`config.mk`:
```
export PLATFORM = sky130hd
export DESIGN_NAME = eth_frame_sender_flat
export DESIGN_NICKNAME = d
export VERILOG_FILES = /design/src/rtl/eth_frame_sender_if.sv /design/src/rtl/eth_frame_sender.sv /design/src/flat_wrapper.sv
export SDC_FILE = /design/constraint.sdc
export NUM_CORES = 1
export LEC_CHECK = 0
export CAP_MARGIN = 20
export CORE_MARGIN = 2
export CORE_UTILIZATION = 45
export CTS_BUF_LIST = sky130_fd_sc_hd__clkbuf_4
export CTS_CLUSTER_DIAMETER = 50
export DETAILED_ROUTE_END_ITERATION = 10
export DONT_BUFFER_PORTS = 1
export PLACE_DENSITY_LB_ADDON = 0.05
export SYNTH_ARGS = -nofsm -noshare
export SYNTH_HDL_FRONTEND = slang
export SYNTH_SLANG_ARGS = --single-unit
```
`constraint.sdc`:
```
create_clock -name clk -period 4.13 [get_ports clk]
set_input_delay 0.826 -clock clk [delete_from_list [all_inputs] [get_ports clk]]
set_output_delay 0.826 -clock clk [all_outputs]
set_load 0.02 [all_outputs]
```
`src/rtl/eth_frame_sender_if.sv`:
```
// Header and payload bus between eth_frame_sender and eth_axis_tx.
// master = frame sender side, slave = eth_axis_tx side.
interface eth_frame_sender_if;
    logic        s_eth_hdr_valid;
    logic        s_eth_hdr_ready;
    logic [47:0] s_eth_dest_mac;
    logic [47:0] s_eth_src_mac;
    logic [15:0] s_eth_type;
    logic [7:0]  s_eth_payload_axis_tdata;
    logic        s_eth_payload_axis_tvalid;
    logic        s_eth_payload_axis_tlast;
    logic        s_eth_payload_axis_tuser;
    logic        s_eth_payload_axis_tready;

    modport master (
        output s_eth_hdr_valid,
        input  s_eth_hdr_ready,
        output s_eth_dest_mac,
        output s_eth_src_mac,
        output s_eth_type,
        output s_eth_payload_axis_tdata,
        output s_eth_payload_axis_tvalid,
        output s_eth_payload_axis_tlast,
        output s_eth_payload_axis_tuser,
        input  s_eth_payload_axis_tready
    );

    modport slave (
        input  s_eth_hdr_valid,
        output s_eth_hdr_ready,
        input  s_eth_dest_mac,
        input  s_eth_src_mac,
        input  s_eth_type,
        input  s_eth_payload_axis_tdata,
        input  s_eth_payload_axis_tvalid,
        input  s_eth_payload_axis_tlast,
        input  s_eth_payload_axis_tuser,
        output s_eth_payload_axis_tready
    );
endinterface

```
`src/rtl/eth_frame_sender.sv`:
```
// Buffers a byte stream and issues header + payload to eth_axis_tx.
// Define ETH_FRAME_SENDER_PAD_EN to zero-pad short frames to MIN_PAYLOAD.
module eth_frame_sender #(
    parameter int DEPTH       = 16,
    parameter int MIN_PAYLOAD = 46
) (
    input  logic                     clk,
    input  logic                     rst,
    input  logic [7:0]               in_data,
    input  logic                     in_last,
    input  logic                     in_valid,
    output logic                     in_ready,
    input  logic [47:0]              cfg_dest_mac,
    input  logic [47:0]              cfg_src_mac,
    input  logic [15:0]              cfg_type,
    input  logic                     busy,
    eth_frame_sender_if.master       tx,
    output logic [15:0]              frame_count,
    output logic [$clog2(DEPTH):0]   fifo_level
);
    localparam int AW = $clog2(DEPTH);
    localparam logic [AW:0] FULL_LVL = (AW+1)'(DEPTH);

    if (DEPTH < 2 || (DEPTH & (DEPTH - 1)) != 0 || MIN_PAYLOAD < 1) begin : g_bad_param
        $error("eth_frame_sender: invalid DEPTH or MIN_PAYLOAD");
    end

`ifdef ETH_FRAME_SENDER_PAD_EN
    typedef enum logic [1:0] {IDLE, HDR, PAYLOAD, PAD} state_t;
`else
    typedef enum logic [1:0] {IDLE, HDR, PAYLOAD} state_t;
`endif

    state_t state, state_n;

    logic [8:0]  mem [DEPTH];
    logic [AW:0] wr_ptr, rd_ptr;
    logic        rdy_q;
    logic        full, empty;
    logic [8:0]  head;
    logic        wr_en, rd_en;
    logic        beat, done;
    logic [15:0] byte_cnt;
    logic        hdr_valid, tvalid, tlast;
    logic [7:0]  tdata;
    logic [47:0] dest_q, src_q;
    logic [15:0] type_q;

    assign fifo_level = wr_ptr - rd_ptr;
    assign full       = (fifo_level == FULL_LVL);
    assign empty      = (fifo_level == '0);
    assign head       = mem[rd_ptr[AW-1:0]];
    // in_ready stays low until the first clock after reset releases
    assign in_ready   = rdy_q && !full;
    assign wr_en      = in_valid && in_ready;

    always_ff @(posedge clk) begin
        if (wr_en) begin
            mem[wr_ptr[AW-1:0]] <= {in_last, in_data};
        end
    end

    always_ff @(posedge clk) begin
        if (rst) begin
            wr_ptr <= '0;
            rd_ptr <= '0;
            rdy_q  <= 1'b0;
        end else begin
            rdy_q <= 1'b1;
            if (wr_en) wr_ptr <= wr_ptr + 1'b1;
            if (rd_en) rd_ptr <= rd_ptr + 1'b1;
        end
    end

`ifdef ETH_FRAME_SENDER_PAD_EN
    logic short_frame;
    assign short_frame = ({1'b0, byte_cnt} + 17'd1) < 17'(MIN_PAYLOAD);
`endif

    always_comb begin
        state_n   = state;
        hdr_valid = 1'b0;
        tvalid    = 1'b0;
        tdata     = 8'h00;
        tlast     = 1'b0;
        rd_en     = 1'b0;
        beat      = 1'b0;
        done      = 1'b0;
        unique case (state)
            IDLE: begin
                if (!empty && !busy) state_n = HDR;
            end
            HDR: begin
                hdr_valid = 1'b1;
                if (tx.s_eth_hdr_ready) state_n = PAYLOAD;
            end
            PAYLOAD: begin
                tvalid = !empty;
                if (!empty) begin
                    tdata = head[7:0];
                    tlast = head[8];
                end
                rd_en = !empty && tx.s_eth_payload_axis_tready;
                beat  = rd_en;
                if (rd_en && head[8]) begin
`ifdef ETH_FRAME_SENDER_PAD_EN
                    if (short_frame) begin
                        tlast   = 1'b0;
                        state_n = PAD;
                    end else begin
                        done    = 1'b1;
                        state_n = IDLE;
                    end
`else
                    done    = 1'b1;
                    state_n = IDLE;
`endif
                end
            end
`ifdef ETH_FRAME_SENDER_PAD_EN
            PAD: begin
                tvalid = 1'b1;
                tlast  = (byte_cnt == 16'(MIN_PAYLOAD - 1));
                beat   = tx.s_eth_payload_axis_tready;
                if (beat && tlast) begin
                    done    = 1'b1;
                    state_n = IDLE;
                end
            end
`endif
            default: state_n = IDLE;
        endcase
    end

    always_ff @(posedge clk) begin
        if (rst) begin
            state       <= IDLE;
            byte_cnt    <= '0;
            frame_count <= '0;
            dest_q      <= '0;
            src_q       <= '0;
            type_q      <= '0;
        end else begin
            state <= state_n;
            if (state == IDLE && state_n == HDR) begin
                dest_q <= cfg_dest_mac;
                src_q  <= cfg_src_mac;
                type_q <= cfg_type;
            end
            if (done) begin
                byte_cnt    <= '0;
                frame_count <= frame_count + 16'd1;
            end else if (beat && byte_cnt != 16'hFFFF) begin
                byte_cnt <= byte_cnt + 16'd1;
            end
        end
    end

    assign tx.s_eth_hdr_valid           = hdr_valid;
    assign tx.s_eth_dest_mac            = dest_q;
    assign tx.s_eth_src_mac             = src_q;
    assign tx.s_eth_type                = type_q;
    assign tx.s_eth_payload_axis_tdata  = tdata;
    assign tx.s_eth_payload_axis_tvalid = tvalid;
    assign tx.s_eth_payload_axis_tlast  = tlast;
    assign tx.s_eth_payload_axis_tuser  = 1'b0;
endmodule
```
`src/flat_wrapper.sv`:
```
// flat-port wrapper written by rule: the top's interface ports become plain ports
module eth_frame_sender_flat 
#(
    parameter int DEPTH       = 16,
    parameter int MIN_PAYLOAD = 46
)
  (clk, rst, in_data, in_last, in_valid, in_ready, cfg_dest_mac, cfg_src_mac, cfg_type, busy, frame_count, fifo_level, tx_s_eth_hdr_valid, tx_s_eth_hdr_ready, tx_s_eth_dest_mac, tx_s_eth_src_mac, tx_s_eth_type, tx_s_eth_payload_axis_tdata, tx_s_eth_payload_axis_tvalid, tx_s_eth_payload_axis_tlast, tx_s_eth_payload_axis_tuser, tx_s_eth_payload_axis_tready);
  eth_frame_sender_if tx_i ();
  input  logic clk;
  input  logic rst;
  input  logic [7:0] in_data;
  input  logic in_last;
  input  logic in_valid;
  output logic in_ready;
  input  logic [47:0] cfg_dest_mac;
  input  logic [47:0] cfg_src_mac;
  input  logic [15:0] cfg_type;
  input  logic busy;
  output logic [15:0] frame_count;
  output logic [$clog2(DEPTH):0] fifo_level;
  output wire logic [$bits(tx_i.s_eth_hdr_valid)-1:0] tx_s_eth_hdr_valid;
  input wire logic [$bits(tx_i.s_eth_hdr_ready)-1:0] tx_s_eth_hdr_ready;
  output wire logic [$bits(tx_i.s_eth_dest_mac)-1:0] tx_s_eth_dest_mac;
  output wire logic [$bits(tx_i.s_eth_src_mac)-1:0] tx_s_eth_src_mac;
  output wire logic [$bits(tx_i.s_eth_type)-1:0] tx_s_eth_type;
  output wire logic [$bits(tx_i.s_eth_payload_axis_tdata)-1:0] tx_s_eth_payload_axis_tdata;
  output wire logic [$bits(tx_i.s_eth_payload_axis_tvalid)-1:0] tx_s_eth_payload_axis_tvalid;
  output wire logic [$bits(tx_i.s_eth_payload_axis_tlast)-1:0] tx_s_eth_payload_axis_tlast;
  output wire logic [$bits(tx_i.s_eth_payload_axis_tuser)-1:0] tx_s_eth_payload_axis_tuser;
  input wire logic [$bits(tx_i.s_eth_payload_axis_tready)-1:0] tx_s_eth_payload_axis_tready;
  assign tx_s_eth_hdr_valid = tx_i.s_eth_hdr_valid;
  assign tx_i.s_eth_hdr_ready = tx_s_eth_hdr_ready;
  assign tx_s_eth_dest_mac = tx_i.s_eth_dest_mac;
  assign tx_s_eth_src_mac = tx_i.s_eth_src_mac;
  assign tx_s_eth_type = tx_i.s_eth_type;
  assign tx_s_eth_payload_axis_tdata = tx_i.s_eth_payload_axis_tdata;
  assign tx_s_eth_payload_axis_tvalid = tx_i.s_eth_payload_axis_tvalid;
  assign tx_s_eth_payload_axis_tlast = tx_i.s_eth_payload_axis_tlast;
  assign tx_s_eth_payload_axis_tuser = tx_i.s_eth_payload_axis_tuser;
  assign tx_i.s_eth_payload_axis_tready = tx_s_eth_payload_axis_tready;
  eth_frame_sender #(.DEPTH(DEPTH), .MIN_PAYLOAD(MIN_PAYLOAD)) u_core (.clk(clk), .rst(rst), .in_data(in_data), .in_last(in_last), .in_valid(in_valid), .in_ready(in_ready), .cfg_dest_mac(cfg_dest_mac), .cfg_src_mac(cfg_src_mac), .cfg_type(cfg_type), .busy(busy), .tx(tx_i), .frame_count(frame_count), .fifo_level(fifo_level));
endmodule
```
## Word level (Yosys, flattened, before mapping)

Memory sizes are Yosys's and may differ from the RTL's. A register that Yosys moved wholly into a read port is not among the register bits.
Index checks and enable logic that the tools add are counted.

- Eq/ne operators: 4
- Reduce and logical (&&, ||, !) cells: 11
- $add $sub $neg: 4
- Multiplexer cells: 18

Operators with widths:

| operator | count |
|---|---|
| adder 16 x 1 -> 16 bit, second input constant | 1 |
| 2-to-1 mux 8 bit | 2 |
| adder 5 x 1 -> 5 bit, second input constant | 2 |
| 2-to-1 mux 1 bit | 10 |
| 2-to-1 mux 4 bit | 2 |
| logical AND 1 bit | 6 |
| 2-to-1 mux 2 bit | 3 |
| one-hot mux 2 bit (3 select lines) | 1 |
| equality test 5 bit, second input constant | 1 |
| logical NOT 5 bit | 1 |
| subtractor 5 bit | 1 |
| equality test 2 x 1 -> 1 bit, second input constant | 2 |
| logical NOT 1 bit | 3 |
| equality test 2 bit, second input constant | 1 |
| logical NOT 2 bit | 1 |

- Bits in registers: 141
- Output and inout port bits: 146
- Memories: 1
- RAM bits: 144
- Word-level logic and storage cells: 46
- Input bits: 127

Memory list:

| memory | depth | width | rd ports | clocked after Yosys merged registers in | write ports | line | RTL |
|---|---|---|---|---|---|---|---|
| u_core.mem | 16 | 9 | 1 | 1 | 1 | eth_frame_sender.sv:36 | `logic [8:0] mem [DEPTH];` |

## Longest topological paths before layout

- Depth after elaboration: 9
- Gate-level depth with buffers: 12
- Gate-level depth less buffers: 9

## Worst setup path before layout

No wires, ideal clock.

- Path type: register -> output
- From: register u_core.wr_ptr[0]
- To: output tx_s_eth_payload_axis_tlast
- Path buffers: 3
- Stages on the path, launching flop included: 12
- Data arrival time: 2,791 ps
- Data required time: 3,304 ps
- Slack: 513 ps
- Path through: dfxtp_1 > inv_1 > ha_1 > inv_1 > fa_1 > xor2_1 > nand4b_1 > a2bb2o_1 > buf_2 > clkbuf_1 > clkbuf_1 > and3_1

- Longest elaborated chain between the ends: 4

Ends and longest elaborated chain:

| item | line | RTL |
|---|---|---|
| start, declared | eth_frame_sender.sv:37 | `logic [AW:0] wr_ptr, rd_ptr;` |
| start signal, assigned | eth_frame_sender.sv:70 | `if (wr_en) wr_ptr <= wr_ptr + 1'b1;` |
| subtractor 5 bit | eth_frame_sender.sv:49 | `assign fifo_level = wr_ptr - rd_ptr;` |
| via fifo_level[2] | flat_wrapper.sv:20 | `output logic [$clog2(DEPTH):0] fifo_level;` |
| logical NOT 5 bit | eth_frame_sender.sv:51 | `assign empty = (fifo_level == '0);` |
| 2-to-1 mux 1 bit | eth_frame_sender.sv:99 | `if (!empty) begin` |
| 2-to-1 mux 1 bit | eth_frame_sender.sv:89 | `unique case (state)` |
| end, declared | flat_wrapper.sv:28 | `output wire logic [$bits(tx_i.s_eth_payload_axis_tlast)-1:0] tx_s_eth_payload_axis_tlast;` |

The timed path passes the listed nets, and every way through them passes these cells.

## Worst setup path after layout

Same ends and word-level chain as after synthesis.

==> out/results.ini <==
[clock_network]
htreeDepth = 3
cts_tree = yes
cts_root_buf = clkbuf_4
clkTransAtPathRegs_ns = 0.06
clkSinkCount = 289
numCtsBuffers = 75
worstSkewPairLatency_ns = 0.66
cts.path.max_buffers = 3

[cells_and_area]
area_growth_pct = 11.5
layout.nets = 1106
post-route-util_pct = 51.2
nFillCells = 2179
layout-drive-gt1-share_pct = 20.3

[floorplan]
start_util_pct = 46.0
coreArea_sq_mm = 0.0253
pin_count = 273
die_h_um = 165
fp-row-count = 58
die_area_sq_mm = 0.0271
die_x_um = 165

[yosys]
synth_ff_type = dfxtp_1
yosysSeqAreaShare_pct = 62.2
ys_types = 47
avgSynthCellArea_sq_um = 12.1
ys_async_sr_fraction_pct = 0
synthCells = 957
synth_area_sq_mm = 0.0116
synth_top_area_share_pct = 37.2
synth.area.top_cells = edfxtp_1 (37%), dfxtp_1 (25%), mux4_2 (8.7%)
ys_ff_latch = 289
yosysWarnings = 0
syn_nets = 1095
yosysTopAreaCell = edfxtp_1
synth_edf_count = 144

[setup_path]
cp-end-kind = primary output
crit_path_frequent_cell = inv_1
cp_max_fo = 7
cp-start-kind = register
crit_buf_inv = 2
worstPathArrival_ns = 3.09
rrSetupSlack_ns = 0.70
cp_data_required_time_ns = 3.30
crit_type = register to primary output
crit_chain = inv_1 -> ha_1 -> inv_1 -> fa_2 -> nand3b_1 -> a211o_4 -> a2bb2o_4 -> and3_1
cpMaxStageDelayCell = fa_2
max_stage_delay_ns = 0.51
critPathTopFamily = adder cells

[power]
ir_drop_v = 0.000247
static-leakage-power_nw = 4.27
powerDensity_mw_per_mm2 = 483

[sta]
hold_slack_ns = 0.235
rsz0062_at_grt = no
slew-limit-headroom_pct = 35.7
fmax_ghz = 0.256
fin_worst_skew_ns = 0.0459
finalMaxSlewViolations = 0
finalSetupViolCount = 0
hold_viol = 0
min_period_ns = 3.91
tightest_slew_ns = 0.964
min_period_over_period_pct = 94.7
finalSetupTns_ns = 0

[detailed_routing]
drc = 0
drt_pass1_iterations = 5
vias = 8140
vias_per_cell = 6.02
drt_iter0_drc = 663
ant_nets = 0
routed_wl_um = 29700
routedWlPerCell_um = 22.0

[global_route]
grt_max_degree = 153
grt_overflow_total = 0
grt_pass1_vias = 7850
grt_pass1_wl_um = 43600
antenna_found_initial = 1
track_usage_pct = 20.9

[run]
max-cap-violations = 0

[run_status]
status = completed

[placement]
gp_congestion = 0.739
io_buffers = 0
place_hpwl_um = 17500

[worst_hold_path]
hp-class = input pin to register

-- cells by family after synthesis --
group | after synthesis | synth area share (%)
AOI/OAI and AO/OA | 257 | 11.6
xor gates and xnor gates | 3 | 0.226
adders and majority gates | 11 | 1.25
buffers and inverters | 97 | 3.37
DFF | 289 | 62.2
muxes | 60 | 10.2
other | 1 | 0.0323
and+or+nand+nor | 239 | 11.1
-- timing repair --
item                                    4_1_cts  5_1_grt
pin swaps                                     1        2
resized for setup                             0        8
setup buffers                                 2        1
endpoints found under the setup margin        9       11
cloned                                        2        1
hold buffers                                  0        0
-- cells in the mapped netlist, drive strengths merged (2+ instances only) --
library cell,number
a21oi,125
and3,26
buf,15
clkbuf,73
dfxtp,145
edfxtp,144
ha,10
inv,9
mux2,13
mux2i,2
mux4,45
nand2,12
nand2b,2
nand3,121
nand3b,2
nand4,9
nor2,19
nor2b,17
nor3,4
nor3b,3
nor4,6
o21ai,115
o311ai,3
o31ai,7
o41ai,3
or2,4
or3,4
or4,6
xor2,3
-- metrics by stage --
| step | cells | setup slack [ns] | instance area, sq um | total power [W] |
|---|---|---|---|---|
| 5_1_grt | 1351 | 0.0332 | 12900 | 0.00653 |
| 3_5_place_dp | 1214 | 0.553 | 11800 | 0.00373 |
| 2_1_floorplan | 957 | 0.513 | 11600 | 0.00364 |
| 3_3_place_gp | 1214 | 0.611 | 11800 | 0.00371 |
| 6_report | 1352 | 0.217 | 12900 | 0.00625 |
| 4_1_cts | 1347 | 0.0477 | 12900 | 0.00630 |
-- area by class of cell --
cell class	instances	area, sq um	area share, %
inverter	9	33.8	0.261
multi-input combinational	574	4090	31.6
clock buffer	111	833	6.44
sequential	289	7230	55.8
timing repair buffer	19	188	1.45
clock inverter	18	149	1.15
antenna	2	5.00	0.0387
tap	330	413	3.19
-- metal layers --
layer / part of all wire (%) / wire [um] / track usage [%]
met3: 9.5 / 2820 / 7.58
met5: 0 / 0 / 0
met2: 49 / 14600 / 33.8
met4: 2.0 / 592 / 6.96
met1: 39 / 11700 / 26.2
-- placed cells by master (no fill, tap or decap), types with 3 or more instances in the layout --
| cell | Yosys | final |
|---|---|---|
| mux4_2 | 45 | 45 |
| inv_2 | 1 | 3 |
| nand3_1 | 121 | 121 |
| or2_2 | 4 | 4 |
| clkinv_1 | 0 | 11 |
| nor3b_1 | 3 | 3 |
| clkbuf_4 | 0 | 111 |
| nand2_1 | 11 | 11 |
| nand4_1 | 9 | 9 |
| nor2_1 | 19 | 17 |
| xor2_1 | 3 | 3 |
| inv_1 | 8 | 8 |
| mux2_1 | 9 | 9 |
| and3_1 | 26 | 26 |
| nor2b_1 | 17 | 17 |
| o21ai_0 | 115 | 115 |
| ha_1 | 10 | 10 |
| or4_1 | 6 | 6 |
| o31ai_1 | 7 | 7 |
| bufinv_16 | 0 | 3 |
| o311ai_0 | 3 | 3 |
| nor4_1 | 6 | 6 |
| mux2_2 | 3 | 3 |
| or3_1 | 4 | 3 |
| edfxtp_1 | 144 | 144 |
| dfxtp_1 | 145 | 144 |
| a21oi_1 | 125 | 124 |
| o41ai_1 | 3 | 3 |
| buf_4 | 2 | 16 |
-- report_power, final --
group / total [W] / leakage [nW] / switching, W / internal, W
registers: 0.00325 / 2.47 / 0.000152 / 0.00310
logic: 0.000461 / 1.21 / 0.000334 / 0.000127
clock network: 0.00254 / 0.587 / 0.00113 / 0.00141
-- sequential cells by signal (all words and copies together) (netlist names), named ones only --
register and flops:
u_core.mem 144, u_core.wr_ptr 5, u_core.rdy_q 1, u_core.tx.s_eth_dest_mac 48, u_core.state 2, u_core.rd_ptr 5, u_core.frame_count 16, u_core.tx.s_eth_src_mac 48
u_core.tx.s_eth_type 16
-- path summary, 6_finish.rpt --
path / startpoint / depth (start not counted) / to
setup / recovery: u_core.wr_ptr[0] / 8 / tx_s_eth_payload_axis_tlast
hold / removal: rst / 1 / u_core.tx.s_eth_type[12]
setup reg to reg: u_core.wr_ptr[0] / 11 / u_core.mem[5][0]
hold reg to reg: u_core.rd_ptr[4] / 2 / u_core.rd_ptr[4]
(Power assumes the default switching activity.)
